`src/rtl/fsm_secure_pkg.sv`:
```
// Shared definitions for the hardened A/B/C/D control FSM: redundant state
// codes, the 2-bit external state code and the legality check.
package fsm_secure_pkg;

    // Legal state codes are pairwise at least two bits apart, so a single
    // upset can never turn one legal state into another.
    typedef enum logic [3:0] {
        ST_S0    = 4'b0000,
        ST_S1    = 4'b0011,
        ST_S2    = 4'b0101,
        ST_S3    = 4'b0110,
        ST_FAULT = 4'b1111
    } state_e;

    localparam logic [1:0] OUT_S0    = 2'b00;
    localparam logic [1:0] OUT_S1    = 2'b01;
    localparam logic [1:0] OUT_S2    = 2'b10;
    localparam logic [1:0] OUT_S3    = 2'b11;
    localparam logic [1:0] OUT_FAULT = 2'b00;

    // True only for one of the five defined codes.
    function automatic logic is_legal_state(input logic [3:0] st);
        case (st)
            ST_S0, ST_S1, ST_S2, ST_S3, ST_FAULT: return 1'b1;
            default:                              return 1'b0;
        endcase
    endfunction

    // External 2-bit code for a state; FAULT and anything unknown read as 00.
    function automatic logic [1:0] out_code(input logic [3:0] st);
        case (st)
            ST_S0:    return OUT_S0;
            ST_S1:    return OUT_S1;
            ST_S2:    return OUT_S2;
            ST_S3:    return OUT_S3;
            ST_FAULT: return OUT_FAULT;
            default:  return OUT_FAULT;
        endcase
    endfunction

endpackage

```
`src/rtl/fsm_sat_cnt.sv`:
```
// Saturating up-counter with synchronous reset, synchronous clear and enable.
// Clear wins over enable; the count holds once it reaches MAX.
module fsm_sat_cnt #(
    parameter int W   = 2,
    parameter int MAX = 3
) (
    input  logic         clk,
    input  logic         rst,
    input  logic         i_clr,
    input  logic         i_en,
    output logic [W-1:0] o_cnt
);

    localparam logic [W-1:0] L_MAX  = W'(MAX);
    localparam logic [W-1:0] L_ONE  = W'(1);
    localparam logic [W-1:0] L_ZERO = W'(0);

    // Count register: reset/clear to zero, otherwise step until saturated.
    always_ff @(posedge clk) begin
        if (rst) begin
            o_cnt <= L_ZERO;
        end else if (i_clr) begin
            o_cnt <= L_ZERO;
        end else if (i_en && (o_cnt != L_MAX)) begin
            o_cnt <= o_cnt + L_ONE;
        end else begin
            o_cnt <= o_cnt;
        end
    end

endmodule

```
`src/rtl/fsm_secure_ctrl.sv`:
```
// Hardened A/B/C/D control FSM. Keeps the S0..S3 graph and 2-bit output code,
// adds a bounded S1 dwell, a conflict counter that trips a sticky FAULT state,
// and detection of corrupted state codes. All outputs are registered.
module fsm_secure_ctrl #(
    parameter int HOLD_MAX = 16,
    parameter int CONF_MAX = 3,
    parameter int HOLD_W   = (HOLD_MAX > 1) ? $clog2(HOLD_MAX) : 1,
    parameter int CONF_W   = $clog2(CONF_MAX + 1)
) (
    input  logic              clk,
    input  logic              rst,
    input  logic              A,
    input  logic              B,
    input  logic              C,
    input  logic              D,
    output logic [1:0]        out,
    output logic              fault,
    output logic [CONF_W-1:0] conflict_cnt,
    output logic [HOLD_W-1:0] dwell
);

    import fsm_secure_pkg::*;

    localparam logic [HOLD_W-1:0] L_HOLD_LAST = HOLD_W'(HOLD_MAX - 1);
    localparam logic [CONF_W-1:0] L_CONF_LAST = CONF_W'(CONF_MAX - 1);

    logic [3:0] r_state;
    logic [1:0] r_out;
    logic       r_fault;
    logic [3:0] w_next;
    logic       w_conflict;
    logic       w_legal;
    logic       w_dwell_clr;
    logic       w_dwell_en;

    // Next-state decode: corrupted code first, then conflict limit, then graph.
    always_comb begin
        w_next     = r_state;
        w_conflict = 1'b0;
        w_legal    = is_legal_state(r_state);
        if (!w_legal) begin
            w_next = ST_FAULT;
        end else begin
            case (r_state)
                ST_S0: begin
                    if (B && C) begin
                        w_conflict = 1'b1;
                        if (conflict_cnt == L_CONF_LAST) begin
                            w_next = ST_FAULT;
                        end else begin
                            w_next = ST_S0;
                        end
                    end else if (B) begin
                        w_next = ST_S1;
                    end else if (C) begin
                        w_next = ST_S2;
                    end else begin
                        w_next = ST_S0;
                    end
                end
                ST_S1: begin
                    // Release request and timeout both lead home.
                    if (D || (dwell == L_HOLD_LAST)) begin
                        w_next = ST_S0;
                    end else begin
                        w_next = ST_S1;
                    end
                end
                ST_S2: begin
                    if (A && B) begin
                        w_conflict = 1'b1;
                        if (conflict_cnt == L_CONF_LAST) begin
                            w_next = ST_FAULT;
                        end else begin
                            w_next = ST_S2;
                        end
                    end else if (B) begin
                        w_next = ST_S1;
                    end else if (A) begin
                        w_next = ST_S3;
                    end else begin
                        w_next = ST_S2;
                    end
                end
                ST_S3: begin
                    if (!A) begin
                        w_next = ST_S2;
                    end else begin
                        w_next = ST_S3;
                    end
                end
                ST_FAULT: begin
                    w_next = ST_FAULT;
                end
                default: begin
                    w_next = ST_FAULT;
                end
            endcase
        end
    end

    // Dwell counter control: zero on any edge not landing in S1, step while staying.
    always_comb begin
        w_dwell_clr = (w_next != ST_S1);
        w_dwell_en  = (r_state == ST_S1) && (w_next == ST_S1);
    end

    // State register with registered output code and sticky fault flag.
    always_ff @(posedge clk) begin
        if (rst) begin
            r_state <= ST_S0;
            r_out   <= OUT_S0;
            r_fault <= 1'b0;
        end else begin
            r_state <= w_next;
            r_out   <= out_code(w_next);
            r_fault <= r_fault | (w_next == ST_FAULT);
        end
    end

    assign out   = r_out;
    assign fault = r_fault;

    fsm_sat_cnt #(
        .W   (HOLD_W),
        .MAX (HOLD_MAX - 1)
    ) u_dwell_cnt (
        .clk   (clk),
        .rst   (rst),
        .i_clr (w_dwell_clr),
        .i_en  (w_dwell_en),
        .o_cnt (dwell)
    );

    // The conflict count is only ever cleared by reset; in FAULT no conflict
    // is decoded, so the count stays frozen there.
    fsm_sat_cnt #(
        .W   (CONF_W),
        .MAX (CONF_MAX)
    ) u_conflict_cnt (
        .clk   (clk),
        .rst   (rst),
        .i_clr (1'b0),
        .i_en  (w_conflict),
        .o_cnt (conflict_cnt)
    );

endmodule

```
`config.mk`:
```
export PLATFORM = sky130hd
export DESIGN_NAME = fsm_secure_ctrl
export DESIGN_NICKNAME = d
export VERILOG_FILES = /design/src/rtl/fsm_secure_pkg.sv /design/src/rtl/fsm_sat_cnt.sv /design/src/rtl/fsm_secure_ctrl.sv
export SDC_FILE = /design/constraint.sdc
export NUM_CORES = 1
export LEC_CHECK = 0
export ABC_CLOCK_PERIOD_IN_PS = 2400
export CAP_MARGIN = 40
export CORE_UTILIZATION = 52
export CTS_BUF_LIST = sky130_fd_sc_hd__clkbuf_2
export DETAILED_ROUTE_END_ITERATION = 6
export PLACE_DENSITY = 0.92
export SLEW_MARGIN = 40
export SYNTH_ARGS = -nofsm -noshare
export SYNTH_HDL_FRONTEND = slang
export SYNTH_HIERARCHICAL = 1
export SYNTH_SLANG_ARGS = --single-unit
```
`constraint.sdc`:
```
create_clock -name clk -period 2.4 [get_ports clk]
set_input_delay 0.48 -clock clk [delete_from_list [all_inputs] [get_ports clk]]
set_output_delay 0.48 -clock clk [all_outputs]
set_load 0.05 [all_outputs]
```
==> impl_metrics.toml <==
[route]
viasPerCell = 5.922
first_iter_violations = 14
ant_nets = 0
drc = 0
vias = 681
first_pass_iters = 4
routed_wl_mm = 1.758
wire_per_inst_um = 15.29

[global_route]
grt_pass1_vias = 584
antenna_found_initial = 0
grt.total_usage_pct = 24.74
grt-ovfl-total = 0
grt_max_degree = 13
grt_pass1_wl_mm = 2.477

[timing]
tns_ps = 0
finalSetupViolations = 0
rsz0062_at_grt = "false"
worst_slack_ps = 293.4
clock_skew_ps = 3.043
drv_slew = 0
period_needed_ps = 2107
slew_headroom_pct = 66.46
tightest_slew_ps = 501.5
hold_viol = 0
min_period_over_period_pct = 87.78
fmax_mhz = 474.7

[clock_tree]
cts_buffers = 3
insertion_delay_ps = 280
cts.sinks = 13
ctsHoldBuffers = 0
cts_tree = "yes"
cts_resized = 0
clock_tree.buffer_depth = 2
root_buffer = "clkbuf_2"
htreeDepth = 1
clkTransAtPathRegs_ps = 110
post-cts-setup-buffer-count = 0

[cells_and_area]
syn_to_final_growth_pct = 26.29
layout.nets = 109
postLayoutCellArea_sq_um = 949.7
antennaDiodeCount = 0
drive_gt1_share_pct = 15.00
layout_common_cells = "clkdlybuf4s50_1, dfxtp_1, nand2_1, nor2_1, a21oi_1"
layout_commonest_cell = "clkdlybuf4s50_1"
nFillCells = 108

[worst_hold_path]
worstHoldStart = "fault"
hp-class = "flip-flop to flip-flop"

[placement]
dp_hpwl_mm = 1.326
gp_congestion = 0.7507
place_ws_ps = 63.03
place_area_sq_um = 929.6
place.port_buffers = 14

[pwr]
p_per_area_mw_per_mm2 = 1156
p_total_mw = 1.098
leakagePower_nw = 0.3856
ir_worst_vdd_uv = 767.9

[setup_path]
crit_fanout = 6
worstPathRequired_ps = 2620
max_stage_delay_ps = 520
cp_data_arrival_time_ps = 2320
path_class = "input port to flip-flop"
crit_chain = "clkdlybuf4s50_1 -> a22oi_1 -> o311a_4 -> nor2b_4 -> o21ai_1 -> or3_1 -> mux2i_1"
r2r-start = "r_state[2]"
end_kind = "flip-flop"
startpoint = "A"
slowest_stage = "clkdlybuf4s50_1"
worstSetupStartpointType = "input port"

[yosys]
synth.distinct_cells = 34
synth-warning-count = 6
synth-seq-cells = 13
seq_area_frac_synth_pct = 34.61
synthCells = 79
syn_area_per_cell_sq_um = 9.519
syn_area_sq_um = 752.0

[die]
dieArea_sq_mm = 0.001602
start_util_pct = 57.07
die_h_um = 40.03
std_cell_rows = 13
fp.dieW_um = 40.03
ios = 15
core_area_sq_mm = 0.001318

[job]
drv_cap = 0

[status]
status = "finished, final reports clean"
==> per-stage QoR <==
stage	utilization (%)	hold WS [ps]	std cells
finish	72.08	498.9	115
CTS	72.08	502.3	115
global route	72.08	533.5	115
floorplan	-	549.1	80
global placement	70.56	455.5	111
detailed placement	70.56	442.5	111
==> sequential cells by signal, summed over array words and instances, names as in the netlist <==
name                  count
u_dwell_cnt/o_cnt         4
out                       2
u_conflict_cnt/o_cnt      2
fault                     1
r_state                   4
==> cell families after synthesis <==
group | synth area share, %
other | 0.4987
multiplexers | 3.994
XOR/XNOR | 4.326
adder cells (fa/ha/maj) | 3.327
buffers and inverters | 1.996
flip-flops | 34.61
AO/OA/AOI/OAI | 18.97
AND/OR/NAND/NOR | 32.28
==> power breakdown <==
group | internal (mW) | switching [mW] | total, mW
Combinational | 0.330 | 0.325 | 0.655
Sequential | 0.270 | 0.0598 | 0.329
Clock | 0.0442 | 0.0694 | 0.114
Total | 0.644 | 0.454 | 1.10
==> cell usage after synthesis, drive strengths merged <==
cell | n | share of area (%)
dfxtp | 13 | 35
nand2 | 10 | 5.0
nor2 | 10 | 5.0
a21oi | 5 | 3.3
inv | 4 | 2.0
mux2i | 3 | 4.0
nor3 | 3 | 3.3
a2111oi | 2 | 2.5
and4bb | 2 | 3.3
ha | 2 | 3.3
nand4 | 2 | 1.7
nor2b | 2 | 3.7
nor4 | 2 | 4.5
o21a | 2 | 2.0
a22oi | 1 | 1.0
a311o | 1 | 1.3
a31oi | 1 | 0.83
and3 | 1 | 0.83
conb | 1 | 0.50
nand2b | 1 | 0.83
nand3 | 1 | 0.66
nand4bb | 1 | 1.5
nor4b | 1 | 1.2
o21ai | 1 | 0.66
o21ba | 1 | 1.3
o221ai | 1 | 2.0
o22a | 1 | 1.2
o311a | 1 | 2.8
or3 | 1 | 0.83
xnor2 | 1 | 1.2
xnor3 | 1 | 3.2
==> cell type report <==
cell class / count / area [sq um] / area share (%)
clock buffer: 4 / 20.02 / 2.108
inverter: 4 / 15.01 / 1.581
multi-input combinational: 63 / 480.5 / 50.59
sequential: 13 / 260.3 / 27.40
tap: 15 / 18.77 / 1.976
timing repair buffer: 16 / 155.1 / 16.34
==> critical path, delay by kind of cell <==
kind	cells	cell delay, ps
AND/OR/NAND/NOR	2	540
multiplexers	1	130
buffers and inverters	1	520
AO/OA/AOI/OAI	3	660
==> worst paths after layout <==
kind | endpoint | slack, ps | depth (start not counted)
setup / recovery | u_dwell_cnt/o_cnt[0] | 290 | 7
hold / removal | fault | 500 | 2
setup reg to reg | u_dwell_cnt/o_cnt[0] | 330 | 8
hold reg to reg | fault | 500 | 2
==> metal layers <==
layer / track usage [%] / up-vias / part of all wire [%]
met2: 47.98 / 21 / 54
li1: - / 337 / -
met4: 15.52 / 0 / 2.5
met1: 23.88 / 318 / 40
met5: 0 / - / 0
met3: 3.333 / 5 / 3.9
(Power assumes the default switching activity.)
